--- src/rtl/nnet_vector_packetizer_if.sv ---
`default_nettype none
// ============================================================================
// Module   : nnet_vector_packetizer_if
// Purpose  : AXI-stream style bundle used for both the raw sample input and
//            the framed packet output of nnet_vector_packetizer.
// Ports    : tdata  - sample / payload word
//            tlast  - end of packet marker
//            tvalid - source has a word
//            tready - sink accepts the word
//            tuser  - sideband (packet header on the output side)
// Modports : master - drives the stream, slave - receives it
// Revision : 1.0 - initial release
// ============================================================================
interface nnet_vector_packetizer_if #(
  parameter int DATA_W = 32,
  parameter int USER_W = 128
);
  logic [DATA_W-1:0] tdata;
  logic              tlast;
  logic              tvalid;
  logic              tready;
  logic [USER_W-1:0] tuser;

  modport master (output tdata, tlast, tvalid, tuser, input  tready);
  modport slave  (input  tdata, tlast, tvalid, tuser, output tready);
endinterface
`default_nettype wire

--- src/rtl/nnet_vector_packetizer.sv ---
`default_nettype none
// ============================================================================
// Module   : nnet_vector_packetizer
// Purpose  : Cuts a raw sample stream into fixed-size packets and produces the
//            128-bit CHDR header for each packet on the output tuser.
// Ports    : clk, reset (async, active-high), clear (sync)
//            src_sid, next_dst_sid - SIDs written into the header
//            pkt_size              - payload words per packet (latched at sof)
//            has_time              - include VITA time in the header
//            time_init, time_load  - load strobe for the VITA time counter
//            s_axis                - raw sample input (tlast/tuser ignored)
//            m_axis                - framed payload, header on tuser
//            seqnum_out            - sequence number of next packet to start
// Revision : 1.0 - initial release
// ============================================================================
module nnet_vector_packetizer #(
  parameter int WIDTH        = 16,
  parameter int PKT_SIZE_MAX = 2048
) (
  input  wire logic        clk,
  input  wire logic        reset,
  input  wire logic        clear,
  input  wire logic [15:0] src_sid,
  input  wire logic [15:0] next_dst_sid,
  input  wire logic [15:0] pkt_size,
  input  wire logic        has_time,
  input  wire logic [63:0] time_init,
  input  wire logic        time_load,
  nnet_vector_packetizer_if.slave  s_axis,
  nnet_vector_packetizer_if.master m_axis,
  output logic      [11:0] seqnum_out
);

  localparam logic [15:0] PSIZE_MAX_C = 16'(PKT_SIZE_MAX);

  logic [2*WIDTH-1:0] o_tdata_q, o_tdata_d;
  logic               o_tlast_q, o_tlast_d;
  logic               o_tvalid_q, o_tvalid_d;
  logic [127:0]       o_tuser_q, o_tuser_d;
  logic [15:0]        cnt_q, cnt_d;
  logic [15:0]        psize_q, psize_d;
  logic               sof_q, sof_d;
  logic               ht_q, ht_d;
  logic [11:0]        seqnum_q, seqnum_d;
  logic [63:0]        time_q, time_d;

  logic               in_hs;
  logic               out_hs;
  logic [15:0]        psize_req;
  logic [15:0]        psize_cur;
  logic               ht_cur;
  logic               is_last;
  logic [15:0]        hdr_len;
  logic [127:0]       hdr_new;

  // Input tlast and tuser carry no framing meaning here.
  logic unused_ok;
  assign unused_ok = ^{1'b0, s_axis.tlast, s_axis.tuser};

  assign s_axis.tready = ~o_tvalid_q | m_axis.tready;
  assign in_hs         = s_axis.tvalid & s_axis.tready;
  assign out_hs        = o_tvalid_q & m_axis.tready;

  assign m_axis.tdata  = o_tdata_q;
  assign m_axis.tlast  = o_tlast_q;
  assign m_axis.tvalid = o_tvalid_q;
  assign m_axis.tuser  = o_tuser_q;
  assign seqnum_out    = seqnum_q;

  always_comb begin
    psize_req = pkt_size;
    if (pkt_size == 16'd0) begin
      psize_req = 16'd1;
    end else if (pkt_size > PSIZE_MAX_C) begin
      psize_req = PSIZE_MAX_C;
    end
  end

  // On the sof word the live inputs apply; afterwards the latched copies do,
  // so mid-packet changes only take effect on the next packet.
  assign psize_cur = sof_q ? psize_req : psize_q;
  assign ht_cur    = sof_q ? has_time  : ht_q;
  assign is_last   = (cnt_q == (psize_cur - 16'd1));

  // psize <= 2048 keeps 4*psize+16 well inside 16 bits.
  assign hdr_len = 16'(psize_req << 2) + 16'd8 + (has_time ? 16'd8 : 16'd0);
  assign hdr_new = {2'b00, has_time, 1'b0, seqnum_q, hdr_len, src_sid,
                    next_dst_sid, (has_time ? time_q : 64'd0)};

  always_comb begin
    o_tdata_d  = o_tdata_q;
    o_tlast_d  = o_tlast_q;
    o_tvalid_d = o_tvalid_q;
    o_tuser_d  = o_tuser_q;
    cnt_d      = cnt_q;
    psize_d    = psize_q;
    sof_d      = sof_q;
    ht_d       = ht_q;
    seqnum_d   = seqnum_q;
    time_d     = time_q;

    if (in_hs) begin
      o_tdata_d  = s_axis.tdata;
      o_tlast_d  = is_last;
      o_tvalid_d = 1'b1;
      if (sof_q) begin
        o_tuser_d = hdr_new;
        psize_d   = psize_req;
        ht_d      = has_time;
      end
      if (is_last) begin
        cnt_d    = 16'd0;
        sof_d    = 1'b1;
        seqnum_d = seqnum_q + 12'd1;
        if (ht_cur) begin
          time_d = time_q + 64'(psize_cur);
        end
      end else begin
        cnt_d = cnt_q + 16'd1;
        sof_d = 1'b0;
      end
    end else if (out_hs) begin
      o_tvalid_d = 1'b0;
    end

    // A load replaces any increment in the same cycle.
    if (time_load) begin
      time_d = time_init;
    end

    if (clear) begin
      o_tdata_d  = '0;
      o_tlast_d  = 1'b0;
      o_tvalid_d = 1'b0;
      o_tuser_d  = '0;
      cnt_d      = 16'd0;
      psize_d    = 16'd1;
      sof_d      = 1'b1;
      ht_d       = 1'b0;
      seqnum_d   = 12'd0;
      time_d     = 64'd0;
    end
  end

  always_ff @(posedge clk or posedge reset) begin
    if (reset) begin
      o_tdata_q  <= '0;
      o_tlast_q  <= 1'b0;
      o_tvalid_q <= 1'b0;
      o_tuser_q  <= '0;
      cnt_q      <= 16'd0;
      psize_q    <= 16'd1;
      sof_q      <= 1'b1;
      ht_q       <= 1'b0;
      seqnum_q   <= 12'd0;
      time_q     <= 64'd0;
    end else begin
      o_tdata_q  <= o_tdata_d;
      o_tlast_q  <= o_tlast_d;
      o_tvalid_q <= o_tvalid_d;
      o_tuser_q  <= o_tuser_d;
      cnt_q      <= cnt_d;
      psize_q    <= psize_d;
      sof_q      <= sof_d;
      ht_q       <= ht_d;
      seqnum_q   <= seqnum_d;
      time_q     <= time_d;
    end
  end

endmodule
`default_nettype wire

--- src/flat_wrapper.sv ---
// flat-port wrapper written by rule: the top's interface ports become plain ports
module nnet_vector_packetizer_flat 
#(
  parameter int WIDTH        = 16,
  parameter int PKT_SIZE_MAX = 2048
)
  (clk, reset, clear, src_sid, next_dst_sid, pkt_size, has_time, time_init, time_load, seqnum_out, s_axis_tdata, s_axis_tlast, s_axis_tvalid, s_axis_tuser, s_axis_tready, m_axis_tdata, m_axis_tlast, m_axis_tvalid, m_axis_tuser, m_axis_tready);
  nnet_vector_packetizer_if s_axis_i ();
  nnet_vector_packetizer_if m_axis_i ();
  input  wire logic clk;
  input  wire logic reset;
  input  wire logic clear;
  input  wire logic [15:0] src_sid;
  input  wire logic [15:0] next_dst_sid;
  input  wire logic [15:0] pkt_size;
  input  wire logic has_time;
  input  wire logic [63:0] time_init;
  input  wire logic time_load;
  output logic      [11:0] seqnum_out;
  input wire logic [$bits(s_axis_i.tdata)-1:0] s_axis_tdata;
  input wire logic [$bits(s_axis_i.tlast)-1:0] s_axis_tlast;
  input wire logic [$bits(s_axis_i.tvalid)-1:0] s_axis_tvalid;
  input wire logic [$bits(s_axis_i.tuser)-1:0] s_axis_tuser;
  output wire logic [$bits(s_axis_i.tready)-1:0] s_axis_tready;
  output wire logic [$bits(m_axis_i.tdata)-1:0] m_axis_tdata;
  output wire logic [$bits(m_axis_i.tlast)-1:0] m_axis_tlast;
  output wire logic [$bits(m_axis_i.tvalid)-1:0] m_axis_tvalid;
  output wire logic [$bits(m_axis_i.tuser)-1:0] m_axis_tuser;
  input wire logic [$bits(m_axis_i.tready)-1:0] m_axis_tready;
  assign s_axis_i.tdata = s_axis_tdata;
  assign s_axis_i.tlast = s_axis_tlast;
  assign s_axis_i.tvalid = s_axis_tvalid;
  assign s_axis_i.tuser = s_axis_tuser;
  assign s_axis_tready = s_axis_i.tready;
  assign m_axis_tdata = m_axis_i.tdata;
  assign m_axis_tlast = m_axis_i.tlast;
  assign m_axis_tvalid = m_axis_i.tvalid;
  assign m_axis_tuser = m_axis_i.tuser;
  assign m_axis_i.tready = m_axis_tready;
  nnet_vector_packetizer #(.WIDTH(WIDTH), .PKT_SIZE_MAX(PKT_SIZE_MAX)) u_core (.clk(clk), .reset(reset), .clear(clear), .src_sid(src_sid), .next_dst_sid(next_dst_sid), .pkt_size(pkt_size), .has_time(has_time), .time_init(time_init), .time_load(time_load), .s_axis(s_axis_i), .m_axis(m_axis_i), .seqnum_out(seqnum_out));
endmodule
--- config.mk ---
export PLATFORM = sky130hd
export DESIGN_NAME = nnet_vector_packetizer_flat
export DESIGN_NICKNAME = d
export VERILOG_FILES = /design/src/rtl/nnet_vector_packetizer_if.sv /design/src/rtl/nnet_vector_packetizer.sv /design/src/flat_wrapper.sv
export SDC_FILE = /design/constraint.sdc
export NUM_CORES = 1
export LEC_CHECK = 0
export CORE_AREA = 2 2 175 177
export CTS_CLUSTER_SIZE = 16
export DETAILED_ROUTE_END_ITERATION = 8
export DIE_AREA = 0 0 177 179
export PLACE_DENSITY_LB_ADDON = 0.15
export SLEW_MARGIN = 20
export SYNTH_ARGS = -nofsm -noshare
export SYNTH_HDL_FRONTEND = slang
export SYNTH_SLANG_ARGS = --single-unit
--- constraint.sdc ---
create_clock -name clk -period 19.7 [get_ports clk]
set_input_delay 3.94 -clock clk [delete_from_list [all_inputs] [get_ports clk]]
set_output_delay 3.94 -clock clk [all_outputs]
set_load 0.02 [all_outputs]
==> impl_metrics.csv, run 1 <==
group,metric,value,unit
status,status,"finished, final reports clean",
power,power_density,71.9,nW/um^2
global_routing,grtUsageTotal,0.262,
cts,htree_levels,1,
synthesis,synthMuxAreaShare,0.00881,
cts,post_cts_buffers,0,
floorplan,die_area,31700,um^2
finish,nNetsFinal,2140,
timing,fin_crit_sh,0.464,
placement,dp_cells,2204,
floorplan,ioPinCount,455,
global_routing,grt_pass1_vias,12400,
timing,worstMarginPinSlew,1.03,ns
cts,root_buffer,"clkbuf_16",
setup_path,worstSetupPathType,"primary input to output port",
floorplan,core_region_area,30000,um^2
synthesis,synth-edff-count,0,
global_routing,grt_pass1_wl,66.9,mm
synthesis,synth_top_area_share,0.467,
setup_path,path_common_cell,"clkdlybuf4s50_1",
synthesis,async_flop_share,1.00,
synthesis,synth.ff_latch_count,267,
finish,layout_commonest_cell,"clkdlybuf4s50_1",
finish,drive_gt1_frac,0.0538,
synthesis,synth_top_cells_by_area,"dfrtp_1 47%, nand2_1 6.8%, a21oi_1 4.8%",
timing,setup_tns,0,ns
setup_path,cp_slowest_cell,"clkdlybuf4s50_1",
setup_path,r2r_setup_slack,14.16,ns
timing,setup_viol,0,
placement,hpwl,28.6,mm
timing,max_freq,110,MHz
setup_path,crit_path_end_kind,"output port",
global_routing,met2_usage,0.419,
cts,cts_buffers,29,
synthesis,synth_seq_area_share,0.470,
finish,syn_to_final_growth,30.8,%
synthesis,synth_area,14200,um^2
setup_path,arrival,5.19,ns
cts,clk_pin_slew,0.05,ns
power,ir_drop,0.0544,mV
finish,fillers,2591,
synthesis,synth_top_flop_cell,"dfrtp_1",
route,wirelength,42.6,mm
setup_path,start_kind,"primary input",
floorplan,initial_utilization,0.473,
synthesis,syn_inst,1588,
setup_path,critPathMaxStageDelay,0.63,ns
global_routing,gr-usage-met3,0.0388,
power,p_leak,7.67,nW
placement,io_buffer_count,320,
global_routing,antenna_found_initial,0,
finish,multi_input_area,6930,um^2
global_routing,globalRoute.totalOverflow,0,
route,antenna_left,0,
floorplan,std_cell_rows,64,
timing,layout_setup_ws,10.57,ns
synthesis,synth_top_family_by_area,"simple AND/OR/NAND/NOR gates",
placement,globalplace.congestion,0.907,
synthesis,synth_area_leader_cell,"dfrtp_1",
timing,fin_crit,9.13,ns
cts,clk_latency,0.56,ns
global_routing,grt_max_degree,129,
finish,diodes,0,
synthesis,syn_area_per_cell,8.95,um^2
cts,ctsHoldBuffers,0,
global_routing,grt_busiest_layer,"met2",
job,max_cap_viol_count,0,
floorplan,die_h,179,um
finish,register_area,6680,um^2
route,initialDrtViolationCount,1062,
cts,cts_tree,"done",
finish,instances_no_fill,2255,
finish,final_cell_mix,"319 x clkdlybuf4s50_1, 265 x dfrtp_1, 255 x nand2_1",
synthesis,ys_types,75,
timing,finalMaxSlewViolations,0,
route,drt_first_pass_iters,8,
cts,cts_sinks,267,
timing,hold_viol,0,
cts,post_cts_resized,0,
timing,fin_skew,0.0178,ns
hold_path,hp-class,"flop to flop",
route,via_per_inst,5.84,
route,drt-wirelength-per-cell,18.9,um
setup_path,crit_required,15.76,ns
cts,cts_buffer_depth,3,
floorplan,die_w,177,um
synthesis,synth_compound_area_frac,0.204,
placement,dp_slack,10.45,ns
timing,slew-limit-headroom,0.310,
route,dr_total_vias,13200,
synthesis,synth-simple-area-share,0.221,
synthesis,synth_adder_area_share,0.0185,
route,drc_errors,0,
setup_path,crit_chain,"clkdlybuf4s50_1 -> nand2b_1 -> clkdlybuf4s50_1",
synthesis,ys.warnings.count,0,
synthesis,synth_xor_area_frac,0.0308,
timing,rsz0062_at_grt,"false",
setup_path,crit_fanout,4,
global_routing,grt_use_met1,0.357,
==> where the power goes <==
part	switching, mW	internal [mW]
Sequential	0.0214	0.570
Combinational	0.106	0.0802
Clock	0.222	0.336
Total	0.349	0.986
==> per-layer routing <==
metal	vias to the layer above	wire, um	share of wire
met1	6345	18100	0.43
met2	471	20100	0.47
met4	0	1810	0.043
met5	-	0	0
li1	6248	-	-
met3	107	2520	0.059
==> worst max-delay path, delay by kind of cell <==
family,cells,cell delay (ns)
AND/OR/NAND/NOR,1,0.17
buffers and inverters,2,1.07
==> cells by family (layout without fill, tap and decap cells) <==
logic type,after synthesis,count (layout)
other,1,5
buffers and inverters,162,429
DFF,267,267
and+or+nand+nor,661,661
muxes,12,12
adders and majority gates,21,21
xor gates and xnor gates,50,50
AOI/OAI and AO/OA,414,414
==> cell usage after synthesis, drive strengths merged (4+ instances only) <==
cell     count
and3        23
a21o        17
a21oi      136
o211ai       9
a31oi        9
a22o        65
nor4b        6
o21ai       33
mux2i        8
a32o         4
nor4        16
o21bai       6
nor3b        7
nand3       62
a31o         5
inv         42
and2        14
ha          21
o21a         5
and4         5
or4         21
xnor2       31
or3         23
nand4       25
nor3        30
mux2         4
buf         26
xor2        19
a2111oi     12
nor2b       15
o2111ai      4
a211oi      10
dfrtp      265
clkbuf      94
nor2       139
or2          9
o31a         7
a311oi      44
o41ai        4
nand2      257
o31ai       17
==> through the flow <==
step | area, um^2 | total power [mW] | util | hold WS (ns)
3_3_place_gp | 17600 | 0.785 | 0.586 | 0.461
3_5_place_dp | 17600 | 0.787 | 0.586 | 0.463
2_1_floorplan | 14200 | 0.701 | - | 0.445
5_1_grt | 18600 | 1.39 | 0.619 | 0.493
4_1_cts | 18600 | 1.35 | 0.619 | 0.481
6_report | 18600 | 1.34 | 0.619 | 0.480
==> final cells by class <==
type,instances,share of cell area
clock buffer,45,0.0482
clock inverter,6,0.00465
inverter,42,0.00889
multi-input combinational,1163,0.373
sequential,267,0.360
tap,396,0.0267
timing repair buffer,336,0.179
==> sequential cells by signal (all words and copies together) (netlist names) <==
register	count
u_core.cnt_q	16
u_core.ht_q	1
u_core.m_axis.tdata	32
u_core.m_axis.tlast	1
u_core.m_axis.tuser	123
u_core.m_axis.tvalid	1
u_core.psize_q	16
u_core.seqnum_out	12
u_core.sof_q	1
u_core.time_q	64
==> path summary, 6_finish.rpt <==
kind,endpoint,from,cells past startpoint
max reg2reg,u_core.time_q[36],u_core.sof_q,14
max in group asynchronous,u_core.time_q[0],reset,3
min reg2reg,u_core.m_axis.tuser[125],u_core.m_axis.tuser[125],1
min,u_core.m_axis.tuser[125],u_core.m_axis.tuser[125],1
min in group asynchronous,u_core.m_axis.tuser[75],reset,2
max,s_axis_tready,m_axis_tready,3
Note: power is estimated with default switching activity, not from simulation.
==> run 2: changes to the inputs <==
Settings changed: CORE_AREA 2 2 175 177 to default, CORE_MARGIN from default to 1, CORE_UTILIZATION from default to 47, DIE_AREA 0 0 177 179 to default.
Clock period 19.7 ns to 8.91 ns, I/O delays scaled along.
==> impl_metrics.csv, run 2 (synthesis results as in run 1) <==
group,metric,value,unit
status,status,"finished, final reports clean",
cts,ctsHoldBuffers,0,
setup_path,reg2reg_from,"u_core.sof_q",
placement,io_buffer_count,320,
setup_path,path_common_cell,"o32ai_1",
finish,layout_commonest_cell,"clkdlybuf4s50_1",
hold_path,min_from,"u_core.psize_q[15]",
global_routing,grtUsageTotal,0.270,
cts,post_cts_buffers,0,
cts,clk_pin_slew,0.06,ns
floorplan,initial_utilization,0.478,
setup_path,crit_required,9.34,ns
timing,fin_crit,6.80,ns
route,antenna_left,0,
global_routing,antenna_found_initial,1,
setup_path,arrival,7.24,ns
finish,final_cell_mix,"318 x clkdlybuf4s50_1, 265 x dfrtp_1, 256 x nand2_1",
finish,utilization,0.623,
cts,cts_sinks,267,
floorplan,die_area,30900,um^2
finish,drive_gt1_frac,0.0516,
finish,instances_no_fill,2253,
floorplan,core_region_area,29700,um^2
setup_path,crit_fanout,50,
timing,hold_viol,0,
power,ir_drop,0.158,mV
hold_path,hold_depth,1,
cts,cts_buffers,29,
timing,finalMaxSlewViolations,0,
timing,slew-limit-headroom,0.367,
timing,worstMarginPinSlew,0.942,ns
global_routing,grt_pass1_vias,12600,
global_routing,grt_pass1_wl,67.4,mm
placement,dp_cells,2199,
cts,clk_latency,0.55,ns
setup_path,worstSetupPathType,"primary input to flop",
finish,largest_reg_flops,123,
finish,fillers,2580,
finish,nNetsFinal,2141,
placement,dp_slack,1.69,ns
floorplan,die_h,176,um
timing,setup_viol,0,
route,via_per_inst,5.88,
global_routing,globalRoute.totalOverflow,0,
placement,hpwl,28.9,mm
route,drt-wirelength-per-cell,18.9,um
route,dr_total_vias,13300,
route,wirelength,42.6,mm
setup_path,rr_worst_depth,10,
setup_path,cp_slowest_cell,"or4_2",
cts,cts_buffer_depth,3,
route,drc_errors,0,
floorplan,ioPinCount,455,
floorplan,std_cell_rows,63,
setup_path,start_kind,"primary input",
placement,globalplace.congestion,0.894,
cts,htree_levels,1,
setup_path,crit_path_end_kind,"flop",
power,power_density,155,nW/um^2
timing,max_freq,147,MHz
timing,layout_setup_ws,2.11,ns
route,drt_first_pass_iters,5,
cts,cts_tree,"done",
timing,fin_skew,0.0150,ns
route,initialDrtViolationCount,1014,
cts,post_cts_resized,0,
setup_path,critPathMaxStageDelay,1.08,ns
floorplan,die_w,176,um
setup_path,crit_start,"pkt_size[7]",
cts,root_buffer,"clkbuf_16",
timing,rsz0062_at_grt,"false",
hold_path,hp-class,"flop to flop",
global_routing,grt_max_degree,168,
job,max_cap_viol_count,0,
finish,syn_to_final_growth,30.3,%
setup_path,crit_chain,"clkdlybuf4s50_1 -> nor4_1 -> a31oi_1 -> o32ai_1 -> xnor2_1 -> nor4b_1 -> o32ai_1 -> or4_2 -> buf_4 -> or4_1 -> a311oi_1",
power,p_leak,7.63,nW
timing,setup_tns,0,ns
timing,fin_crit_sh,0.763,
[run 2: cell types whose count changed in the layout (fill, tap and decap cells not counted), moves of 2 or more]
cell	change
buf_12	+2
clkbuf_8	-7
clkbuf_1	+7
clkinv_2	+4
[run 2: worst paths after layout]
check                                      endpoint  slack [ns]
setup / recovery                  u_core.time_q[30]        2.11
hold / removal                   u_core.psize_q[15]        0.48
setup reg to reg                  u_core.time_q[30]        3.02
hold reg to reg                  u_core.psize_q[15]        0.48
max in group asynchronous         u_core.time_q[49]        5.93
min in group asynchronous  u_core.m_axis.tuser[114]        1.68
[run 2: metrics by stage]
step	hold WS, ns	total power, mW	area (um^2)
6_report	0.483	2.87	18500
5_1_grt	0.507	2.98	18500
4_1_cts	0.482	2.89	18500
3_5_place_dp	0.466	1.74	17600
3_3_place_gp	0.461	1.73	17600
2_1_floorplan	0.445	1.55	14200
[run 2: layer usage]
| metal | track usage | routed length (um) | up-vias |
|---|---|---|---|
| met4 | 0.103 | 1340 | 0 |
| li1 | - | - | 6235 |
| met2 | 0.428 | 20000 | 487 |
| met5 | 0 | 0 | - |
| met3 | 0.0394 | 2620 | 84 |
| met1 | 0.374 | 18600 | 6447 |
[run 2: worst max-delay path: cells and delay by family]
kind	cells	cell delay, ns
AND/OR/NAND/NOR	4	2.58
XOR/XNOR	1	0.23
buffers and inverters	2	0.98
AO/OA/AOI/OAI	4	1.66
[run 2: power by group]
part	internal, mW	total, mW	switching [mW]
combinational	0.178	0.412	0.234
sequential	1.26	1.31	0.0488
clock	0.662	1.15	0.486
[run 2: layout make-up]
class	instances	area [um^2]	share of cell area
Sequential cell	267	6680	0.361
Clock buffer	45	826	0.0446
Multi-Input combinational cell	1163	6930	0.374
Clock inverter	8	67.6	0.00365
Antenna cell	1	2.50	0.000135
Tap cell	390	488	0.0264
Inverter	42	161	0.00872
Timing Repair Buffer	337	3350	0.181
